--- config.mk ---
export PLATFORM = sky130hd
export DESIGN_NAME = pump_scheduler_flat
export DESIGN_NICKNAME = d
export VERILOG_FILES = /design/src/rtl/pump_pkg.sv /design/src/rtl/pump_scheduler_if.sv /design/src/rtl/pump_channel.sv /design/src/rtl/pump_scheduler.sv /design/src/flat_wrapper.sv
export SDC_FILE = /design/constraint.sdc
export NUM_CORES = 1
export LEC_CHECK = 0
export BUFFER_PORTS_ARGS = -buffer_cell sky130_fd_sc_hd__clkbuf_2
export CAP_MARGIN = 20
export CORE_UTILIZATION = 46
export DETAILED_ROUTE_END_ITERATION = 8
export GPL_ROUTABILITY_DRIVEN = 1
export GPL_TIMING_DRIVEN = 0
export PLACE_DENSITY = 0.67
export SYNTH_ARGS = -nofsm -noshare
export SYNTH_HDL_FRONTEND = slang
export SYNTH_SLANG_ARGS = --single-unit
--- constraint.sdc ---
create_clock -name clk -period 4.2 [get_ports clk]
set_input_delay 0.42 -clock clk [delete_from_list [all_inputs] [get_ports clk]]
set_output_delay 0.42 -clock clk [all_outputs]
set_load 0.05 [all_outputs]
--- src/rtl/pump_pkg.sv ---
// Shared types and helpers for the pump scheduler.
//   pump_state_t  : per-channel schedule state
//   period_sel_t  : encodings of the 2-bit period choice
//   period_lookup : maps a period choice to seconds (code 3 aliases code 0)
package pump_pkg;

    typedef enum logic [1:0] {
        IDLE   = 2'd0,
        PULSE  = 2'd1,
        WAIT   = 2'd2,
        MANUAL = 2'd3
    } pump_state_t;

    typedef enum logic [1:0] {
        PSEL_0   = 2'd0,
        PSEL_1   = 2'd1,
        PSEL_2   = 2'd2,
        PSEL_ALT = 2'd3
    } period_sel_t;

    function automatic logic [31:0] period_lookup(input logic [1:0]  psel,
                                                  input logic [31:0] p0,
                                                  input logic [31:0] p1,
                                                  input logic [31:0] p2);
        case (period_sel_t'(psel))
            PSEL_1:  return p1;
            PSEL_2:  return p2;
            default: return p0;
        endcase
    endfunction

endpackage

--- src/rtl/pump_scheduler_if.sv ---
// Command/status bundle between the front-panel decoder and the scheduler.
//   sel, period_sel, pump_on, pump_off, manual_on : commands (master -> slave)
//   pump_out (active low), armed                  : status   (slave -> master)
interface pump_scheduler_if #(
    parameter int NUM_PUMPS = 3
);
    localparam int SEL_W = (NUM_PUMPS > 1) ? $clog2(NUM_PUMPS) : 1;

    logic [SEL_W-1:0]     sel;
    logic [1:0]           period_sel;
    logic                 pump_on;
    logic                 pump_off;
    logic                 manual_on;
    logic [NUM_PUMPS-1:0] pump_out;
    logic [NUM_PUMPS-1:0] armed;

    modport master (
        output sel, period_sel, pump_on, pump_off, manual_on,
        input  pump_out, armed
    );

    modport slave (
        input  sel, period_sel, pump_on, pump_off, manual_on,
        output pump_out, armed
    );
endinterface

--- src/rtl/pump_channel.sv ---
// One pump channel: IDLE / PULSE / WAIT / MANUAL schedule engine.
//   arm    : latch period and (re)start a pulse
//   stop   : go idle (highest priority)
//   manual : one-shot from IDLE, early pulse from WAIT
//   period : period in seconds, captured on arm
//   pump_n : active-low pump drive (registered)
//   armed  : channel is under periodic schedule (registered)
module pump_channel
    import pump_pkg::*;
#(
    parameter int CLOCK_FREQ = 1_000_000,
    parameter int ON_SEC     = 5
) (
    input  logic        clk,
    input  logic        rst_n,
    input  logic        arm,
    input  logic        stop,
    input  logic        manual,
    input  logic [31:0] period,
    output logic        pump_n,
    output logic        armed
);
    localparam int              PW        = (CLOCK_FREQ > 1) ? $clog2(CLOCK_FREQ) : 1;
    localparam logic [PW-1:0]   PRESC_MAX = PW'(CLOCK_FREQ - 1);
    localparam logic [31:0]     ON_S      = 32'(ON_SEC);

    pump_state_t   state, nxt;
    logic [PW-1:0] presc;
    logic [31:0]   secs, period_q, wait_s, tgt_s;
    logic          done, reenter;

    // Wait length never drops below one second, even for periods <= ON_SEC.
    assign wait_s = (period_q > ON_S) ? period_q - ON_S : 32'd1;
    assign tgt_s  = (state == WAIT) ? wait_s : ON_S;
    // Last cycle of the current state: tgt_s*CLOCK_FREQ cycles have elapsed.
    assign done   = (presc == PRESC_MAX) && (secs == tgt_s - 32'd1);

    // Commands outrank the natural end-of-state transition.
    always_comb begin
        nxt     = state;
        reenter = 1'b0;
        if (stop) begin
            nxt = IDLE;   reenter = 1'b1;
        end else if (arm) begin
            nxt = PULSE;  reenter = 1'b1;
        end else if (manual && state == IDLE) begin
            nxt = MANUAL; reenter = 1'b1;
        end else if (manual && state == WAIT) begin
            nxt = PULSE;  reenter = 1'b1;
        end else if (done) begin
            reenter = 1'b1;
            case (state)
                PULSE:   nxt = WAIT;
                WAIT:    nxt = PULSE;
                default: nxt = IDLE;
            endcase
        end
    end

    always_ff @(posedge clk or negedge rst_n) begin
        if (!rst_n) begin
            state    <= IDLE;
            presc    <= '0;
            secs     <= '0;
            period_q <= '0;
            pump_n   <= 1'b1;
            armed    <= 1'b0;
        end else begin
            state <= nxt;
            // Counters restart on every state entry and stay cleared in IDLE.
            if (reenter || nxt == IDLE) begin
                presc <= '0;
                secs  <= '0;
            end else if (presc == PRESC_MAX) begin
                presc <= '0;
                secs  <= secs + 32'd1;
            end else begin
                presc <= presc + PW'(1);
            end
            if (arm && !stop) period_q <= period;
            pump_n <= !(nxt == PULSE || nxt == MANUAL);
            armed  <= (nxt == PULSE || nxt == WAIT);
        end
    end
endmodule

--- src/rtl/pump_scheduler.sv ---
// N-channel fragrance pump scheduler.
//   clk, rst_n : clock, async active-low reset
//   bus        : pump_scheduler_if slave (commands in, pump_out/armed out)
// Commands are registered once, decoded into per-channel arm/stop/manual
// strobes, and the channel outputs are concatenated onto the bus.
module pump_scheduler
    import pump_pkg::*;
#(
    parameter int NUM_PUMPS   = 3,
    parameter int CLOCK_FREQ  = 1_000_000,
    parameter int ON_SEC      = 5,
    parameter int PERIOD0_SEC = 1800,
    parameter int PERIOD1_SEC = 3600,
    parameter int PERIOD2_SEC = 7200
) (
    input logic              clk,
    input logic              rst_n,
    pump_scheduler_if.slave  bus
);
    localparam int SEL_W = (NUM_PUMPS > 1) ? $clog2(NUM_PUMPS) : 1;

    logic [SEL_W-1:0]     sel_q;
    logic [1:0]           psel_q;
    logic                 on_q, off_q, man_q;
    logic                 sel_ok;
    logic [31:0]          period_s;
    logic [NUM_PUMPS-1:0] pump_n_v, armed_v;

    always_ff @(posedge clk or negedge rst_n) begin
        if (!rst_n) begin
            sel_q  <= '0;
            psel_q <= '0;
            on_q   <= 1'b0;
            off_q  <= 1'b0;
            man_q  <= 1'b0;
        end else begin
            sel_q  <= bus.sel;
            psel_q <= bus.period_sel;
            on_q   <= bus.pump_on;
            off_q  <= bus.pump_off;
            man_q  <= bus.manual_on;
        end
    end

    // Out-of-range targets make pump_on/manual_on no-ops for every channel.
    assign sel_ok   = 32'(sel_q) < NUM_PUMPS;
    assign period_s = period_lookup(psel_q, 32'(PERIOD0_SEC),
                                    32'(PERIOD1_SEC), 32'(PERIOD2_SEC));

    for (genvar i = 0; i < NUM_PUMPS; i++) begin : g_ch
        logic hit;
        assign hit = sel_ok && (sel_q == SEL_W'(i));

        pump_channel #(
            .CLOCK_FREQ (CLOCK_FREQ),
            .ON_SEC     (ON_SEC)
        ) u_ch (
            .clk    (clk),
            .rst_n  (rst_n),
            .arm    (on_q && !off_q && hit),
            // Arming one channel retires whichever one held the schedule.
            .stop   (off_q || (on_q && sel_ok && !hit)),
            .manual (man_q && !on_q && !off_q && hit),
            .period (period_s),
            .pump_n (pump_n_v[i]),
            .armed  (armed_v[i])
        );
    end

    assign bus.pump_out = pump_n_v;
    assign bus.armed    = armed_v;
endmodule

--- src/flat_wrapper.sv ---
// flat-port wrapper written by rule: the top's interface ports become plain ports
module pump_scheduler_flat import pump_pkg::*;
#(
    parameter int NUM_PUMPS   = 3,
    parameter int CLOCK_FREQ  = 1_000_000,
    parameter int ON_SEC      = 5,
    parameter int PERIOD0_SEC = 1800,
    parameter int PERIOD1_SEC = 3600,
    parameter int PERIOD2_SEC = 7200
)
  (clk, rst_n, bus_sel, bus_period_sel, bus_pump_on, bus_pump_off, bus_manual_on, bus_pump_out, bus_armed);
  pump_scheduler_if #(.NUM_PUMPS(NUM_PUMPS)) bus_i ();
  input logic clk;
  input logic rst_n;
  input wire logic [$bits(bus_i.sel)-1:0] bus_sel;
  input wire logic [$bits(bus_i.period_sel)-1:0] bus_period_sel;
  input wire logic [$bits(bus_i.pump_on)-1:0] bus_pump_on;
  input wire logic [$bits(bus_i.pump_off)-1:0] bus_pump_off;
  input wire logic [$bits(bus_i.manual_on)-1:0] bus_manual_on;
  output wire logic [$bits(bus_i.pump_out)-1:0] bus_pump_out;
  output wire logic [$bits(bus_i.armed)-1:0] bus_armed;
  assign bus_i.sel = bus_sel;
  assign bus_i.period_sel = bus_period_sel;
  assign bus_i.pump_on = bus_pump_on;
  assign bus_i.pump_off = bus_pump_off;
  assign bus_i.manual_on = bus_manual_on;
  assign bus_pump_out = bus_i.pump_out;
  assign bus_armed = bus_i.armed;
  pump_scheduler #(.NUM_PUMPS(NUM_PUMPS), .CLOCK_FREQ(CLOCK_FREQ), .ON_SEC(ON_SEC), .PERIOD0_SEC(PERIOD0_SEC), .PERIOD1_SEC(PERIOD1_SEC), .PERIOD2_SEC(PERIOD2_SEC)) u_core (.clk(clk), .rst_n(rst_n), .bus(bus_i));
endmodule
### Word level (Yosys, flattened, before mapping)

Cells that the tools add are included.

* word-level logic and storage cells: 177
* bits in registers: 271

* magnitude comparators: 4
* add/sub/neg operators: 12
* muxes and demuxes: 52
* equal/unequal tests: 25
* reductions and logical operators: 61

Operators with widths (count)
* $mux W32: 12
* $mux W20: 6
* $add A32 B1 Y32 const B: 3
* $eq A32 B32 Y1: 3
* $gt A32 B3 Y1 const B: 3
* $sub A32 B1 Y32 const B: 3
* $sub A32 B3 Y32 const B: 3
* $add A20 B1 Y20 const B: 3
* $eq A20 B20 Y1 const B: 3
* $mux W2: 15
* $logic_and A1 B1 Y1: 28
* $pmux W13 S2: 1
* $eq A2 B2 Y1 const B: 11
* $eq A2 B1 Y1 const B: 8
* $mux W1: 15
* $logic_not A2 Y1: 7
* $logic_or A1 B1 Y1: 12
* $pmux W2 S2: 3
* $logic_not A1 Y1: 11
* $reduce_bool A2 Y1: 3
* $lt A2 B2 Y1 const B: 1

### Depth between registers and ports, before layout

* word-level depth: 14
* depth in mapped cells: 18

### Cells and area by module

Synthesis repeated with hierarchy kept, for this count alone.

* cell total of the unflattened synthesis: 2601
* area total of the unflattened synthesis: 21787.1 um2

By module, submodules not included
* pump_channel (u_core.g_ch[0].u_ch ...): times used 2, sequential area each 2203.4 um2, cells an instance 880, area an instance 7312.0 um2
* pump_channel (u_core.g_ch[2].u_ch): times used 1, sequential area each 2203.4 um2, cells an instance 809, area an instance 6829.0 um2
* pump_scheduler: times used 1, sequential area each 175.2 um2, cells an instance 32, area an instance 334.1 um2

### Worst setup path before layout

OpenSTA, ideal clock, no wires.

* kind: reg2reg
* start: reg u_core.g_ch[2].u_ch.period_q[9]
* end: reg u_core.g_ch[2].u_ch.presc[12]
* cell stages (with the launch flop): 17
* library setup time: 0.086 ns
* arrival time: 4.323 ns
* slack: -0.210 ns
* data required time: 4.114 ns
* path buffers: 3
* period minus slack after synthesis: 4.410 ns
* path through: dfrtp_1 > clkbuf_1 > or4_1 > nor2_1 > ha_1 > or4b_2 > a21oi_1 > a2bb2oi_1 > o2111ai_1 > nor4_2 > mux2i_1 > a21o_1 > ha_1 > or4b_1 > buf_2 > buf_2 > nor3_1

* word-level cells in the longest chain between the ends: 14
* elaborated cells on any way between the ends: 20
* classes of those cells: add/sub (2); order compare (1); eq/ne (1); mux (13); reduce/logical (3)

RTL lines
* from (decl): line pump_channel.sv:29 `logic [31:0] secs, period_q, wait_s, tgt_s;`
* from (signal assigned): line pump_channel.sv:80 `if (arm && !stop) period_q <= period;`
* $sub A32 B3 Y32 / $gt A32 B3 Y1 (equally long branches): line pump_channel.sv:33 `assign wait_s = (period_q > ON_S) ? period_q - ON_S : 32'd1;`
* $mux W32 *: line pump_channel.sv:33
* $mux W32 *: line pump_channel.sv:34 `assign tgt_s = (state == WAIT) ? wait_s : ON_S;`
* $sub A32 B1 Y32 *: line pump_channel.sv:36 `assign done = (presc == PRESC_MAX) && (secs == tgt_s - 32'd1);`
* $eq A32 B32 Y1 *: line pump_channel.sv:36
* $logic_and A1 B1 Y1 *: line pump_channel.sv:36
* $mux W2: line pump_channel.sv:50 `end else if (done) begin`
* $mux W2: line pump_channel.sv:48 `end else if (manual && state == WAIT) begin`
* $mux W2: line pump_channel.sv:46 `end else if (manual && state == IDLE) begin`
* $mux W2: line pump_channel.sv:44 `end else if (arm) begin`
* $mux W2: line pump_channel.sv:42 `if (stop) begin`
* $logic_not A2 Y1: line pump_channel.sv:71 `if (reenter || nxt == IDLE) begin`
* $logic_or A1 B1 Y1 *: line pump_channel.sv:71
* $mux W20 *: line pump_channel.sv:71
* to (signal assigned): line pump_channel.sv:78 `presc <= presc + PW'(1);`
* to (decl): line pump_channel.sv:28 `logic [PW-1:0] presc;`

Every way passes the cells marked *; elsewhere a longest branch is shown, timed or not.
A chain may end at the register's enable or synchronous reset.

### Worst setup path after layout

* start: reg u_core.g_ch[2].u_ch.period_q[11]
* end: reg u_core.g_ch[2].u_ch.presc[12]

Same word-level chain as after synthesis.

==> metrics.yaml <==
clocking:
  clkSinkCount: 193
  path_clk_slew_ns: 0.07
  htreeDepth: 4
  cts_root_buffer: "clkbuf_16"
  cts_made_buffers: 17
  cts_tree: "yes"
  cts_buffer_depth: 2
  insertion_delay_ns: 0.45
power_and_ir_drop:
  vdd_drop_max_v: 0.000236
  p_switching_mw: 1.15
  power_mw: 4.05
  p_leak_nw: 5.11
  pwr-share-comb_pct: 12.8
  p_seq_share_pct: 47.9
  pwr-share-clk_pct: 39.3
  power.internal_mw: 2.90
  pwr_density_cell_nw_per_um2: 301
  p_sw_share_pct: 28.3
sta:
  tightest_slew_ns: 1.16
  setup_viol: 0
  finClkSkew_ns: 0.0118
  rsz0062_at_grt: "true"
  drv_slew: 0
  setup-tns-final_ns: 0
  slew_headroom_pct: 22.6
  max_freq_ghz: 0.238
  fin_crit_sh_pct: 99.9
  final-hold-violation-count: 0
  post-route-min-period_ns: 4.20
min_path:
  min_path_type: "in -> reg"
  holdPathStages: 1
synth:
  synth.net_count: 1235
  syn_avg_cell_area_um2: 9.23
  synth_area_um2: 11100
  ys_ff_latch: 193
  async_flop_share_pct: 100
  seq_area_frac_synth_pct: 43.4
  ys.flop_type: "dfrtp_1"
  ys_types: 74
  synth-edff-count: 0
  synthCells: 1205
  yosys_warnings: 0
routing:
  wl_per_cell_um: 15.3
  vias_per_cell: 5.49
  drt_iter0_drc: 563
  dr.pass1.iters: 5
  drc: 0
  drtAntennaViolNets: 0
  routed_wl_um: 24500
  num_vias: 8760
die:
  dieArea_um2: 24800
  start_util_pct: 47.1
  die_y_um: 158
  die_x_um: 158
  io_pins: 15
  core.rowCount: 56
  coreArea_um2: 23600
run:
  maxCapViolCount: 0
global_route:
  grt_max_degree: 73
  grt-ovfl-total: 0
  grt_usage_pct: 20.1
  grt_pass1_vias: 8184
  antenna_found_initial: 0
  grt_pass1_wl_um: 39900
placed_design:
  placed_area_um2: 11700
  port_buffers: 14
  dp_cells: 1540
  place_congestion: 0.859
  hpwl_um: 16300
layout:
  final_util_pct: 57.0
  fin_cells: 1597
  fillCellCount: 2028
  final_cell_mix: "dfrtp_1 (186), nor2_1 (141), xor2_1 (103)"
  drive_gt1_share_pct: 20.7
  finalNetCount: 1295
  regArea_um2: 4840
  final_area_um2: 13500
  syn2layout_area_growth_pct: 21.0
  diodes: 0
  multi_input_area_um2: 6640
  layout_commonest_cell: "dfrtp_1"
worst_setup_path:
  end_kind: "flip-flop"
  worstPathRequired_ns: 4.56
  cp_max_fo: 10
  ff2ff_path_depth: 15
  critPathKind: "reg -> reg"
  cp-start-kind: "flip-flop"
  arrival_ns: 4.55
status:
  status: "completed"
## through the flow
step	worst slack, ns	hold WS, ns
after floorplan	0.00606	0.124
after global placement	-1.01	0.479
after detailed placement	-0.666	0.435
after CTS	-0.159	0.0700
after global routing	-0.189	0.0611
final	0.00488	0.0805
## routing by layer
| layer | up-vias | routed length [um] | track usage (%) |
|---|---|---|---|
| li1 | 4302 | - | - |
| met4 | 0 | 312 | 5.18 |
| met1 | 4310 | 11600 | 28.0 |
| met2 | 124 | 11900 | 32.8 |
| met3 | 24 | 678 | 3.00 |
| met5 | - | 0 | 0 |
## synth_stat cells (7+ instances only)
| library cell | count | area share (%) |
|---|---|---|
| dfrtp_1 | 190 | 43 |
| nor2_1 | 188 | 6.3 |
| xor2_1 | 103 | 8.1 |
| nand2_1 | 98 | 3.3 |
| nand3_1 | 68 | 3.1 |
| xnor2_1 | 67 | 5.3 |
| nor3_1 | 48 | 2.2 |
| and3_1 | 38 | 2.1 |
| nand4_1 | 33 | 1.9 |
| o21ai_0 | 33 | 1.5 |
| clkbuf_1 | 27 | 0.91 |
| inv_1 | 26 | 0.88 |
| a21oi_1 | 22 | 0.99 |
| ha_1 | 21 | 2.4 |
| nor3_2 | 20 | 1.8 |
| nor4_1 | 16 | 0.90 |
| nor2b_1 | 13 | 0.73 |
| buf_2 | 12 | 0.54 |
| nand2b_1 | 12 | 0.67 |
| and4_1 | 11 | 0.87 |
| buf_4 | 10 | 0.67 |
| or3_1 | 9 | 0.51 |
| and2_1 | 8 | 0.45 |
| mux2i_1 | 7 | 0.63 |
| nor3b_1 | 7 | 0.47 |
| nor4b_1 | 7 | 0.55 |
| or4_1 | 7 | 0.47 |
## worst max-delay path, cell delays in order (launching register included)
cell and delay, ns:
dfrtp_1 0.38, or4_4 0.57, nor2_4 0.14, ha_4 0.22
or4b_4 0.54, a21oi_4 0.15, a2bb2oi_2 0.16, o2111ai_2 0.13
nor4_4 0.27, mux2i_1 0.27, nand3_1 0.11, ha_2 0.20
or4b_4 0.49, buf_12 0.17, buf_12 0.15, nor3_4 0.15
## timing repair
item	CTS	global route
setup buffers	12	11
hold buffers	1	0
endpoints found under the hold margin	56	0
setup endpoints to repair	156	156
pin swaps	23	62
gates cloned	1	6
gates resized for setup	70	149
## state kept, by name, indices dropped and copies added, names as in the netlist
name / cells
u_core.g_ch.u_ch.pump_n: 3
u_core.g_ch.u_ch.state: 6
u_core.g_ch.u_ch.armed: 3
u_core.psel_q: 2
u_core.sel_q: 2
u_core.g_ch.u_ch.period_q: 18
u_core.off_q: 1
u_core.on_q: 1
u_core.g_ch.u_ch.presc: 60
u_core.man_q: 1
u_core.g_ch.u_ch.secs: 96
## path summary, 6_finish.rpt
path	startpoint	end	slack [ns]
worst max-delay path	u_core.g_ch[2].u_ch.period_q[11]	u_core.g_ch[2].u_ch.presc[12]	0.005
worst min-delay path	bus_pump_off	u_core.off_q	0.08
worst max register to register	u_core.g_ch[2].u_ch.period_q[11]	u_core.g_ch[2].u_ch.presc[12]	0.005
worst min register to register	u_core.g_ch[1].u_ch.presc[0]	u_core.g_ch[1].u_ch.presc[0]	0.49
max in group asynchronous	rst_n	u_core.g_ch[0].u_ch.pump_n	2.92
min in group asynchronous	rst_n	u_core.g_ch[2].u_ch.presc[11]	0.52
## power groups by stage
stage / Combinational (mW) / Sequential, mW / Clock [mW]
after detailed placement: 0.439 / 1.97 / 0
after floorplan: 0.315 / 1.96 / 0
after CTS: 0.465 / 1.94 / 1.62
after global placement: 0.424 / 1.97 / 0
final: 0.517 / 1.94 / 1.59
after global routing: 0.569 / 1.94 / 1.70
## layout make-up
type                    instances  area share, %
plain buffers                  50           3.22
clock buffers                  17           3.16
flip-flops and latches        193           35.9
multi-input cells             930           49.3
repair buffers                 47           3.57
clock inverters                15           1.07
inverters                      26          0.725
well taps                     319           2.97
## kinds of logic (layout without fill, tap and decap cells)
| family | after synthesis | in the layout | share of synthesized area (%) |
|---|---|---|---|
| compound gates | 113 | 113 | 6.94 |
| simple gates | 614 | 614 | 28.9 |
| flops | 193 | 193 | 43.4 |
| buf+inv | 82 | 155 | 3.64 |
| xor+xnor | 172 | 172 | 13.8 |
| fa+ha+maj | 21 | 21 | 2.36 |
| mux | 10 | 10 | 0.934 |
Note: power is estimated with default switching activity, not from simulation.
